--- config.mk ---
export PLATFORM = sky130hd
export DESIGN_NAME = move_replayer
export DESIGN_NICKNAME = d
export VERILOG_FILES = /design/src/rtl/move_replayer.sv
export SDC_FILE = /design/constraint.sdc
export NUM_CORES = 1
export LEC_CHECK = 0
export ABC_AREA = 1
export BUFFER_PORTS_ARGS = -buffer_cell sky130_fd_sc_hd__buf_4
export CAP_MARGIN = 20
export CORE_UTILIZATION = 61
export CTS_BUF_LIST = sky130_fd_sc_hd__clkbuf_8
export DETAILED_ROUTE_END_ITERATION = 10
export PLACE_DENSITY = 0.95
export SKIP_CTS_REPAIR_TIMING = 1
export SLEW_MARGIN = 20
export SYNTH_ARGS = -nofsm -noshare
export SYNTH_HDL_FRONTEND = slang
export SYNTH_SLANG_ARGS = --single-unit
export TNS_END_PERCENT = 20
--- constraint.sdc ---
create_clock -name Clk -period 2.55 [get_ports Clk]
set_clock_uncertainty 0.2 [all_clocks]
set_input_delay 0.255 -clock Clk [delete_from_list [all_inputs] [get_ports Clk]]
set_output_delay 0.255 -clock Clk [all_outputs]
set_load 0.005 [all_outputs]
--- src/rtl/move_replayer.sv ---
// Drains recorded maze moves from the deque front, replays them against a local
// X/Y position and streams each step out over a valid/ready port.
module move_replayer #(
  parameter logic [3:0] START_X = 4'd0,
  parameter logic [3:0] START_Y = 4'd15,
  parameter logic [3:0] END_X   = 4'd15,
  parameter logic [3:0] END_Y   = 4'd0
) (
  input  logic       Clk,
  input  logic       our_reset,
  input  logic       start,
  input  logic       is_deque_empty,
  input  logic [1:0] stack_out,
  output logic       pop_front,
  output logic       out_valid,
  input  logic       out_ready,
  output logic [1:0] out_move,
  output logic [3:0] out_x,
  output logic [3:0] out_y,
  output logic [7:0] step_count,
  output logic       busy,
  output logic       done,
  output logic       error
);

  localparam logic [2:0] IDLE  = 3'd0;
  localparam logic [2:0] POP   = 3'd1;
  localparam logic [2:0] LOAD  = 3'd2;
  localparam logic [2:0] EMIT  = 3'd3;
  localparam logic [2:0] CHECK = 3'd4;
  localparam logic [2:0] DONE  = 3'd5;

  logic [2:0] state;
  logic [3:0] nxt_x;
  logic [3:0] nxt_y;
  logic       wrap;

  // Outputs decode straight from state, so the async reset clears them at once.
  assign pop_front = (state == POP);
  assign out_valid = (state == EMIT);
  assign busy      = (state == POP) || (state == LOAD) || (state == EMIT) || (state == CHECK);
  assign done      = (state == DONE);

  // out_x/out_y double as the replay position: the step result is the new position.
  always_comb begin
    // NOTE: every output gets a default first so no path leaves a latch behind.
    nxt_x = out_x;
    nxt_y = out_y;
    wrap  = 1'b0;
    unique case (stack_out)
      2'b00: begin nxt_x = out_x + 4'd1; wrap = (out_x == 4'hF); end
      2'b01: begin nxt_y = out_y + 4'd1; wrap = (out_y == 4'hF); end
      2'b10: begin nxt_x = out_x - 4'd1; wrap = (out_x == 4'h0); end
      2'b11: begin nxt_y = out_y - 4'd1; wrap = (out_y == 4'h0); end
    endcase
  end

  always_ff @(posedge Clk or posedge our_reset) begin
    // NOTE: sequential state uses non-blocking assignments so every register
    // sees the pre-edge values of the others.
    if (our_reset) begin
      state      <= IDLE;
      out_move   <= 2'b00;
      out_x      <= START_X;
      out_y      <= START_Y;
      step_count <= 8'd0;
      error      <= 1'b0;
    end else begin
      case (state)
        IDLE, DONE: begin
          if (start) begin
            out_x      <= START_X;
            out_y      <= START_Y;
            step_count <= 8'd0;
            error      <= 1'b0;
            state      <= is_deque_empty ? CHECK : POP;
          end
        end
        POP: state <= LOAD;
        LOAD: begin
          // stack_out is valid here: the deque registered it on the edge ending POP.
          out_move <= stack_out;
          out_x    <= nxt_x;
          out_y    <= nxt_y;
          if (wrap) error <= 1'b1;
          state    <= EMIT;
        end
        EMIT: begin
          if (out_ready) begin
            if (step_count == 8'hFF) error <= 1'b1;
            else                     step_count <= step_count + 8'd1;
            state <= is_deque_empty ? CHECK : POP;
          end
        end
        CHECK: begin
          if ((out_x != END_X) || (out_y != END_Y)) error <= 1'b1;
          state <= DONE;
        end
        default: state <= IDLE;
      endcase
    end
  end

endmodule

[After elaboration in Yosys (flattened, before gate mapping)]
Cells that the tools add are included.
Storage, ports and cells
  register bits: 22
  output and inout bits: 23
  logic and storage cells: 70
Cells by class
  $add $sub $neg: 5
  equal/unequal tests: 20
  multiplexer cells: 21
  reductions and logical operators: 18
Operator list (count)
  4-bit one-hot mux with 2 select lines: 4
  8-bit two-way mux: 3
  8-bit one-hot mux with 2 select lines: 1
  3-bit one-hot mux with 5 select lines: 1
  3-bit two-way mux: 3
  4-bit by 1-bit adder with 4-bit output (second input constant): 2
  8-bit by 1-bit adder with 8-bit output (second input constant): 1
  4-bit equality test (second input constant): 2
  8-bit equality test (second input constant): 1
  4-bit logical NOT: 2
  4-bit two-way mux: 2
  1-bit one-hot mux with 4 select lines: 2
  4-bit nonzero test: 2
  4-bit by 1-bit subtractor with 4-bit output (second input constant): 2
  3-bit by 2-bit equality test with 1-bit output (second input constant): 2
  3-bit equality test (second input constant): 2
  2-bit by 1-bit inequality test with 1-bit output (second input constant): 3
  2-bit inequality test (second input constant): 3
  3-bit by 1-bit inequality test with 1-bit output (second input constant): 2
  3-bit AND reduction: 2
  6-bit AND reduction: 1
  1-bit two-way mux: 5
  2-bit equality test (second input constant): 2
  1-bit logical OR: 4
  9 further kinds: 10

[Depth between registers and ports, before layout]
  word-level depth: 4
  mapped depth: 10
  depth with buffers taken out: 10

[Worst setup path before layout]
No wires, ideal clock.
  path type: input port to flip-flop
  start point: in stack_out[0]
  end point: reg out_x[3]
  library setup time: 83 ps
  arrival time: 1374 ps
  path slack: 894 ps
  stages on the path: 10
  buffers on the path: 0
  cell sequence: inv_1 > nand2_1 > inv_1 > ha_1 > a21o_1 > a21oi_1 > nand2_1 > inv_1 > nor2_1 > o21ai_0
On the way
  cells in the longest elaborated chain, start to end: 3
  elaborated cells on any way between the ends: 6
Ends and longest elaborated chain
  from (decl): RTL line 13  | input logic [1:0] stack_out,
  2-bit equality test / 2-bit logical NOT (equally long branches): RTL line 50  | unique case (stack_out)
  4-bit one-hot mux with 2 select lines / 3-bit by 1-bit inequality test with 1-bit output (equally long branches)
  4-bit one-hot mux with 2 select lines / 3-bit AND reduction (equally long branches)
  to (signal assigned): RTL line 83  | out_x <= nxt_x;
  to (decl): RTL line 18  | output logic [3:0] out_x,
Several ways; a longest one is shown, not always the timed one.
A chain may end at the register's enable or synchronous reset.

[Worst setup path in the final report]
  start point: reg state[2]
  end point: out out_valid
On the way
  cells in the longest elaborated chain, start to end: 1
Ends and longest elaborated chain
  from (decl): RTL line 33  | logic [2:0] state;
  from (signal assigned): RTL line 76  | state <= is_deque_empty ? CHECK : POP;
  from (signal assigned): RTL line 92  | state <= is_deque_empty ? CHECK : POP;
  3-bit by 2-bit equality test with 1-bit output: RTL line 40  | assign out_valid = (state == EMIT);
  to (decl): RTL line 15  | output logic out_valid,
No other way between the ends.

==> reports/qor.yml <==
clock_network:
  cts_num_sinks: 22
  h-tree-depth: 1
  clk-insertion-delay-late_ns: 0.26
  cts_tree: "built"
  ctsRootBufferMaster: "clkbuf_8"
  clk_pin_slew_ns: 0.08
  numCtsBuffers: 3
  cts_max_path_buffers: 2
synth:
  syn_inst: 202
  synth_top_cell_area_share: 0.3072
  synth.area.top_cells: "dfrtp_1 31%, nand2_1 16%, dfstp_2 7.2%"
  synth_seq_cells: 22
  yosys_warnings: 0
  syn_area_per_cell_um2: 7.259
  synth_area_leader_cell: "dfrtp_1"
  syn-num-nets: 216
  synth_cell_type_count: 30
  yosysSeqAreaShare: 0.3788
  synth_area_um2: 1466
route:
  vias_per_cell: 5.411
  via_count: 1423
  drt_iter0_drc: 45
  ant_nets: 0
  drc: 0
  avgRoutedWirePerCell_um: 12.79
  drt_pass1_iterations: 5
  drt_wl_total_um: 3364
grt:
  grt_pass1_vias: 1419
  grt_use_total: 0.2962
  grt_pass1_wl_um: 5823
  grt_remaining_overflow: 0
  grt_max_degree: 23
  antenna_found_initial: 0
timing:
  fin_hold_ws_ns: -0.04296
  maxSlewViolCount: 0
  fin_setup_tns_ns: 0
  hold_violations: 18
  max_slew_margin: 0.4415
  post-route-period-util: 0.7651
  rsz0062_at_grt: "false"
  tightest_slew_ns: 0.8368
  period_needed_ns: 1.951
  setup_viol_count_final: 0
  max_freq_ghz: 0.5126
outcome:
  outcome: "complete, but fails checks"
  violations: "hold timing"
placed_design:
  place_congestion: 0.9039
  dp_cells: 259
  placed_cell_area_um2: 1719
  hpwl_um: 2395
  place.port_buffers: 29
min_path:
  worstHoldPathType: "input pin to async pin"
power_and_ir_drop:
  peakVddDrop_mv: 0.8243
  leakage_nw: 0.9540
  power_density_nw_per_um2: 1034
finish:
  diodes: 0
  nNetsFinal: 250
  drive_above_1_share: 0.2213
  area_growth_pct: 20.99
  final_cells: 263
  fin_area_um2: 1774
  fillers: 161
worst_setup_path:
  cp_slowest_cell: "dfrtp_1"
  crit_required_ns: 2.10
  rrSetupSlack_ns: 0.73
  worst-path-buf-inv: 3
  critPathTopFamily: "buffers and inverters"
  crit_path_max_incr_delay_ns: 0.45
  crit_arrival_ns: 1.50
  worst-setup-path-type: "register to output port"
  worstPathMaxFanout: 8
  crit_path_start_kind: "register"
  worstSetupEndpointType: "output port"
  worstPathCellList: "inv_2, nand3_1, clkinv_1, buf_4"
floorplan:
  die-area_um2: 2604
  die_h_um: 51.03
  start_util: 0.6566
  boundaryPins: 30
  num_rows: 17
  die_w_um: 51.03
  design.core.area_um2: 2233
flow_run:
  maxCapViolCount: 0
==> per-layer routing <==
layer	up-vias	part of all wire	global-route usage
met5	-	0	0
met4	0	0.014	0.1019
met3	6	0.043	0.03571
met2	46	0.50	0.5285
met1	660	0.44	0.3654
li1	711	-	-
==> cells by family after synthesis <==
| family | synth area share |
|---|---|
| flops | 0.3788 |
| compound gates | 0.09300 |
| simple gates | 0.3481 |
| fa+ha+maj | 0.06997 |
| buf+inv | 0.06826 |
| xor+xnor | 0.04181 |
==> state kept, by name, summed over array words and instances (netlist names) <==
| name | cells |
|---|---|
| error | 1 |
| out_move | 2 |
| out_x | 4 |
| out_y | 4 |
| state | 3 |
| step_count | 8 |
==> power breakdown <==
group / switching [W] / total (W) / internal, W
clock: 0.000118 / 0.000255 / 0.000138
combinational: 0.000589 / 0.000984 / 0.000394
sequential: 0.000131 / 0.000595 / 0.000464
total: 0.000838 / 0.00183 / 0.000996
==> synthesized netlist by cell type (all sizes together) <==
cell type and number:
o21bai 1, o211ai 1, a21oi 9, nand3b 2
nor2 26, fa 2, nand3 16, inv 25
or2 3, a21o 1, a22oi 2, dfrtp 18
nor3 1, nand4 2, clkinv 1, dfstp 4
xor2 5, o21ai 10, xnor2 2, ha 5
nand2 66
==> worst reg2reg max path: stages (launching register included) <==
cell,delay (ns)
dfrtp_1,0.43
ha_1,0.22
inv_1,0.08
nor2_2,0.15
nand2_1,0.11
a21oi_1,0.23
nor2_4,0.09
inv_4,0.12
nand2_1,0.07
nand2_1,0.07
==> final cells by class <==
type                            instances  area (um^2)  area share
Clock buffer                            4        55.05     0.03103
Inverter                               26        100.1     0.05642
Multi-Input combinational cell        154        810.8      0.4570
Sequential cell                        22        555.5      0.3131
Tap cell                               28        35.03     0.01975
Timing Repair Buffer                   29        217.7      0.1227
==> cells in the final DEF (no fill, tap or decap), drive strengths merged, types with 2 or more instances in the layout <==
cell type / netlist / routed
a22oi: 2 / 2
dfrtp: 18 / 18
nand3b: 2 / 2
o21ai: 10 / 10
a21oi: 9 / 9
xnor2: 2 / 2
buf: 0 / 29
nor2: 26 / 26
dfstp: 4 / 4
or2: 3 / 3
clkbuf: 0 / 4
nand3: 16 / 16
xor2: 5 / 5
inv: 25 / 25
ha: 5 / 5
nand4: 2 / 2
nand2: 66 / 66
fa: 2 / 2
==> path summary, 6_finish.rpt <==
kind,cells past startpoint,endpoint,startpoint
min reg2reg,2,out_move[0],out_move[0]
max reg2reg,9,step_count[1],step_count[0]
min in group Clk,3,state[1],out_ready
min,2,step_count[1],our_reset
max in group asynchronous,2,out_x[3],our_reset
max,4,out_valid,state[2]
==> stage by stage <==
stage / setup WS, ns / utilization / total power, W
after global placement: 0.7218 / 0.7697 / 0.001525
final: 0.5990 / 0.7944 / 0.001834
after global routing: 0.5169 / 0.7944 / 0.001985
after detailed placement: 0.6101 / 0.7697 / 0.001552
after CTS: 0.6205 / 0.7944 / 0.001826
after floorplan: 0.8936 / - / 0.001235
No activity file was read; power rests on OpenSTA's default activity.
